==> src/rtl/alu_sequencer.sv <==
// Fetch/execute/writeback sequencer for the hiddenCPU ALU: owns PC, IR, carry/borrow flags and the toggle bit.
// Optional single-step input enabled by defining ALU_SEQ_STEP_EN.
module alu_sequencer #(
  parameter int PC_W = 4
) (
  input  logic            clk,
  input  logic            rst,
  input  logic            run,
`ifdef ALU_SEQ_STEP_EN
  input  logic            step,
`endif
  output logic [PC_W-1:0] imem_addr,
  output logic            imem_req,
  input  logic            imem_ack,
  input  logic [7:0]      imem_data,
  output logic [1:0]      alu_opcode,
  output logic [3:0]      alu_addrs,
  input  logic            alu_carry,
  input  logic            alu_borrow,
  input  logic            alu_bcf,
  input  logic            alu_bbf,
  input  logic            alu_buc,
  input  logic            alu_toggle,
  output logic            acc_we,
  output logic            out_bit,
  output logic [PC_W-1:0] pc,
  output logic [7:0]      instret,
  output logic            busy
);

  typedef enum logic [1:0] {IDLE, FETCH, EXEC, WB} stateType;

  stateType   state;
  logic [5:0] irField;
  logic       carryFlag;
  logic       borrowFlag;
  logic       taken;
  logic       isBr;
  logic       startReq;
  logic       brReq;
  logic       unusedBits;

`ifdef ALU_SEQ_STEP_EN
  assign startReq = run | step;
`else
  assign startReq = run;
`endif

  // Only ir[7:2] carries meaning; the two reserved bits are never stored.
  assign unusedBits = ^imem_data[1:0];
  assign brReq      = alu_buc | alu_bcf | alu_bbf;
  assign imem_addr  = pc;
  assign alu_opcode = irField[5:4];
  assign alu_addrs  = irField[3:0];

  always_ff @(posedge clk) begin
    if (rst) begin
      state      <= IDLE;
      irField    <= '0;
      pc         <= '0;
      instret    <= '0;
      carryFlag  <= 1'b0;
      borrowFlag <= 1'b0;
      taken      <= 1'b0;
      isBr       <= 1'b0;
      out_bit    <= 1'b0;
      imem_req   <= 1'b0;
      acc_we     <= 1'b0;
      busy       <= 1'b0;
    end else begin
      case (state)
        IDLE: begin
          if (startReq) begin
            state    <= FETCH;
            imem_req <= 1'b1;
            busy     <= 1'b1;
          end
        end
        FETCH: begin
          if (imem_ack) begin
            irField  <= imem_data[7:2];
            imem_req <= 1'b0;
            state    <= EXEC;
          end
        end
        EXEC: begin
          // Branch qualification uses the flags left by the previous instruction.
          taken <= alu_buc | (alu_bcf & carryFlag) | (alu_bbf & borrowFlag);
          isBr  <= brReq;
          if (!brReq) begin
            carryFlag  <= alu_carry;
            borrowFlag <= alu_borrow;
          end
          if (alu_toggle) out_bit <= ~out_bit;
          acc_we <= ~brReq;
          state  <= WB;
        end
        WB: begin
          acc_we  <= 1'b0;
          pc      <= taken ? PC_W'(irField[3:0]) : pc + PC_W'(1);
          instret <= instret + 8'd1;
          if (run) begin
            state    <= FETCH;
            imem_req <= 1'b1;
          end else begin
            state <= IDLE;
            busy  <= 1'b0;
          end
        end
        default: state <= IDLE;
      endcase
    end
  end

endmodule

==> config.mk <==
export PLATFORM = sky130hd
export DESIGN_NAME = alu_sequencer
export DESIGN_NICKNAME = d
export VERILOG_FILES = /design/src/rtl/alu_sequencer.sv
export SDC_FILE = /design/constraint.sdc
export NUM_CORES = 1
export LEC_CHECK = 0
export ABC_AREA = 1
export CAP_MARGIN = 20
export CORE_MARGIN = 3
export CORE_UTILIZATION = 48
export DETAILED_ROUTE_END_ITERATION = 8
export PLACE_DENSITY = 0.84
export SETUP_SLACK_MARGIN = 0.3
export SYNTH_ARGS = -nofsm -noshare
export SYNTH_HDL_FRONTEND = slang
export SYNTH_SLANG_ARGS = --single-unit
export TNS_END_PERCENT = 5
==> constraint.sdc <==
create_clock -name clk -period 4.05 [get_ports clk]
set_clock_uncertainty 0.1 [all_clocks]
set_input_delay 0.81 -clock clk [delete_from_list [all_inputs] [get_ports clk]]
set_output_delay 0.81 -clock clk [all_outputs]
set_load 0.005 [all_outputs]
## Word level (Yosys, flattened, before mapping)

Cells that the tools add are included.

| storage, ports and cells | value |
|---|---|
| flip-flop bits (word level) | 27 |
| input bits | 18 |
| word-level logic and storage cells | 50 |

| operators by class | value |
|---|---|
| add/subtract/negate cells | 2 |
| equality and inequality tests | 7 |
| mux-type cells | 11 |
| bitwise logic cells | 8 |
| reductions and logical operators | 11 |

Operators by type and width:

| cell | number |
|---|---|
| adder 8 x 1 -> 8 bit (second input constant) | 1 |
| case mux 2 bit (4 select lines) | 1 |
| AND reduction 2 bit | 4 |
| inequality test 2 bit (second input constant) | 3 |
| case mux 1 bit (2 select lines) | 3 |
| AND reduction 3 bit | 2 |
| nonzero test 2 bit | 3 |
| adder 4 x 1 -> 4 bit (second input constant) | 1 |
| equality test 2 bit (second input constant) | 2 |
| 2-to-1 mux 1 bit | 4 |
| 2-to-1 mux 2 bit | 2 |
| 2-to-1 mux 4 bit | 1 |
| bitwise OR 1 bit | 4 |
| bitwise AND 1 bit | 2 |
| equality test 2 x 1 -> 1 bit (second input constant) | 1 |
| zero test 2 bit | 1 |
| inequality test 2 x 1 -> 1 bit (second input constant) | 1 |
| NOT 1 bit | 2 |
| OR reduction 2 bit | 1 |

## Logic depth before layout (Yosys ltp)

| depth | value |
|---|---|
| depth in word-level cells | 4 |
| mapped depth | 8 |
| gate-level depth less buffers | 8 |

## Worst setup path after synthesis

No wires, ideal clock.

| timing | value |
|---|---|
| path kind | input port to flip-flop |
| from | in rst |
| to | reg pc[1] (netlist: imem_addr[1]) |
| setup time | 116 ps |
| data arrival time | 1323 ps |
| slack | 2511 ps |
| stages | 5 |
| buffers on the path | 2 |
| cell sequence | buf_2 > inv_2 > buf_4 > o211ai_1 > inv_1 |

RTL lines:

| element | line | source |
|---|---|---|
| from (decl) | 7 | `input logic rst,` |
| to (signal assigned) | 100 | `pc <= taken ? PC_W'(irField[3:0]) : pc + PC_W'(1);` |
| to (decl) | 26 | `output logic [PC_W-1:0] pc,` |

No word-level cell between the ends.

## Worst setup path after layout

| timing | value |
|---|---|
| from | reg pc[0] (netlist: imem_addr[0]) |
| to | out imem_addr[0] |

RTL lines:

| element | line | source |
|---|---|---|
| to (decl) | 12 | `output logic [PC_W-1:0] imem_addr,` |

No word-level cell between the ends.

==> metrics.md <==
| Metric | Value |
|---|---|
| FF+latch count, synth | 27 |
| Number of I/O pins | 44 |
| Hold path start | busy |
| Worst Tran Pin Value | 0.461 ns |
| Core area | 2500 um^2 |
| Power, Total | 0.800 mW |
| Status | finished, final reports clean |
| Area of the multi-input gates | 617 um^2 |
| Final Hold Viols | 0 |
| Distinct cells, synth | 19 |
| Die Span X | 57.7 um |
| Vias | 1253 |
| H-Tree Depth | 1 |
| CTS max path bufs | 2 |
| Max-Cap Viols | 0 |
| Crit path time final | ~2.3 ns |
| Hold Path Stages | 2 |
| Setup TNS | 0 ns |
| R2R Path End | instret[6] |
| Reg area | roughly 540 um^2 |
| Syn-to-layout area delta | 32.9% |
| R2R depth | 8 |
| Number of synthesized flops with an enable pin | 0 |
| Pleak | around 0.66 nW |
| Nets | 242 |
| CP Class | register to primary output |
| Reg2Reg Setup Slack | 2.24 ns |
| Synth Warn # | 0 |
| Post-synth ARST share | 0 |
| Routability cong. | between 0.8 and 0.9 |
| Tcrit/Tclk final | 0.559 |
| RR Startpoint | state[0] |
| Max stage delay on crit path | around 0.55 ns |
| Initial DRC count | 33 |
| Initial Util | 0.514 |
| Largest delay share family, worst path | buffers and inverters |
| Synth area leaders | dfxtp_1 (42%), nand2_1 (10%), nor2_1 (9.6%) |
| Layout cell share with drive strength beyond 1 | 0.0417 |
| Fillcell total | 223 |
| Crit path buffers/inverters | 1 |
| CTS buffer count | 3 |
| Synth top cells by count | nand2_1 (35), nor2_1 (33), dfxtp_1 (27) |
| Post-synth top area cell | dfxtp_1 |
| ANT cells | 0 |
| Clock transition at path regs | roughly 0.16 ns |
| Critical path's slowest cell | clkdlybuf4s50_1 |
| Worst-path maximum fanout | 6 |
| Hold_buf cts | 0 |
| Clk root buf | clkbuf_4 |
| Pin count of the biggest net entering global routing | 20 |
| FMAX | 442 MHz |
| Mapped Nets | 204 |
| Via/cell ratio | between 5 and 6 |
| Mean post-synth cell area | 7.17 um^2 |
| Most numerous cell in the Yosys netlist | nand2_1 |
| Post-DP HPWL | 2.34 mm |
| Synth Instances | around 180 |
| Synth Cell Area | 1280 um^2 |
| Number of post-CTS setup repair buffers | 0 |
| Resized cells post-CTS | 0 |
| CTS tree | yes |
| Seq/Total Area, Yosys | 0.421 |
| WL/cell | 12.2 um |
| Vias in the first global route | approximately 1300 |
| Startpoint Class | register |
| Critical Path RT | approximately 3.1 ns |
| Max-slew violation count | 0 |
| Slew margin rel. | 0.693 |
| Kind of end point of the critical path | primary output |
| Worst-Skew Late Latency | 0.33 ns |
| Setup Viol. Count Final | 0 |
| Critical path cell sequence | clkdlybuf4s50_1 |
| Critical Path AT | between 1 and 1.5 ns |
| First-pass GRT wire length | 5.31 mm |
| PwrDens | 469 nW/um^2 |
| Initial antenna violation count | 0 |
| Worst hold endpoint | busy |
| RSZ-0062 raised after global routing | no |
| Maximum VDD drop | 0.350 mV |
| Min-delay worst type | register to register |
| DRT antenna net count | 0 |
| Clock sink count | 27 |
| Grt total ovfl | 0 |
| Die ar. | between 3000 and 4000 um^2 |
| Top_reg_cell synth | dfxtp_1 |
| Port Buf Inserts | between 40 and 50 |
| Die H | between 50 and 60 um |
| Detailed Route WL | 3.00 mm |
| Gr usage total | 0.196 |
| Drt pass-1 iters | 4 |
| DRC | 0 |
| Share of the synthesized area in the top cell type | 0.421 |
| # rows | 18 |
==> area by class of cell <==
cell class / count / share of cell area
Multi-Input combinational cell: 125 / 0.361
Clock buffer: 3 / 0.0132
Sequential cell: 27 / 0.317
Timing Repair Buffer: 41 / 0.240
Clock inverter: 1 / 0.00440
Inverter: 19 / 0.0418
Tap cell: 30 / 0.0220
==> flip-flops by register name, indices dropped and copies added (netlist names) <==
register and flops:
busy 1, instret 8, borrowFlag 1, acc_we 1, state 2, imem_req 1, irField 6, imem_addr 4
carryFlag 1, taken 1, out_bit 1
==> power breakdown <==
group / internal, mW / switching, mW
Clock: 0.0377 / 0.0836
Sequential: 0.316 / 0.0537
Combinational: 0.155 / 0.154
Total: 0.508 / 0.291
==> routing by layer <==
layer  wire, um  track usage  up-vias
li1           -            -      645
met1       1280        0.222      581
met2       1570        0.377       25
met3        139       0.0312        2
met4          8       0.0464        0
met5          0            0        -
==> cells in the final DEF, fill, tap and decap left out <==
master and instances:
clkinvlp_4 1, ha_1 7, nand3_2 1, o211ai_1 2
nand2_1 35, a211oi_1 1, inv_1 18, clkdlybuf4s50_1 41
nor2_1 33, o21ai_0 17, inv_2 1, and3_1 1
nor2_2 3, a21oi_1 14, xor2_1 1, dfxtp_1 27
nand3_1 4, nor3_1 4, a31oi_1 2, clkbuf_4 3
==> cell families after synthesis <==
logic type / after synthesis / share of synthesized area
AOI/OAI and AO/OA: 36 / 0.148
buffers and inverters: 27 / 0.0984
xor gates and xnor gates: 1 / 0.00682
and+or+nand+nor: 81 / 0.257
adders and majority gates: 7 / 0.0682
DFF: 27 / 0.421
==> how the worst max path moves through the flow <==
stage | startpoint | to | slack [ns] | depth (start not counted)
after floorplan | rst | imem_addr[1] | 2.51 | 5
after global placement | rst | taken | 1.84 | 4
after detailed placement | rst | taken | 1.84 | 4
after CTS | imem_addr[0] | imem_addr[0] | 1.78 | 1
after global routing | imem_addr[0] | pc[0] | 1.71 | 1
final | imem_addr[0] | imem_addr[0] | 1.79 | 1
==> metrics by stage <==
step | util | cells | cell area (um^2) | hold slack [ns] | setup WS (ns)
2_1_floorplan | - | 179 | 1280 | 0.340 | 2.51
3_3_place_gp | 0.671 | 242 | 1680 | 0.337 | 1.84
3_5_place_dp | 0.671 | 242 | 1680 | 0.349 | 1.84
4_1_cts | 0.683 | 246 | 1710 | 0.370 | 1.78
5_1_grt | 0.683 | 246 | 1710 | 0.380 | 1.71
6_report | 0.683 | 246 | 1710 | 0.370 | 1.79
No activity file was read; power rests on OpenSTA's default activity.
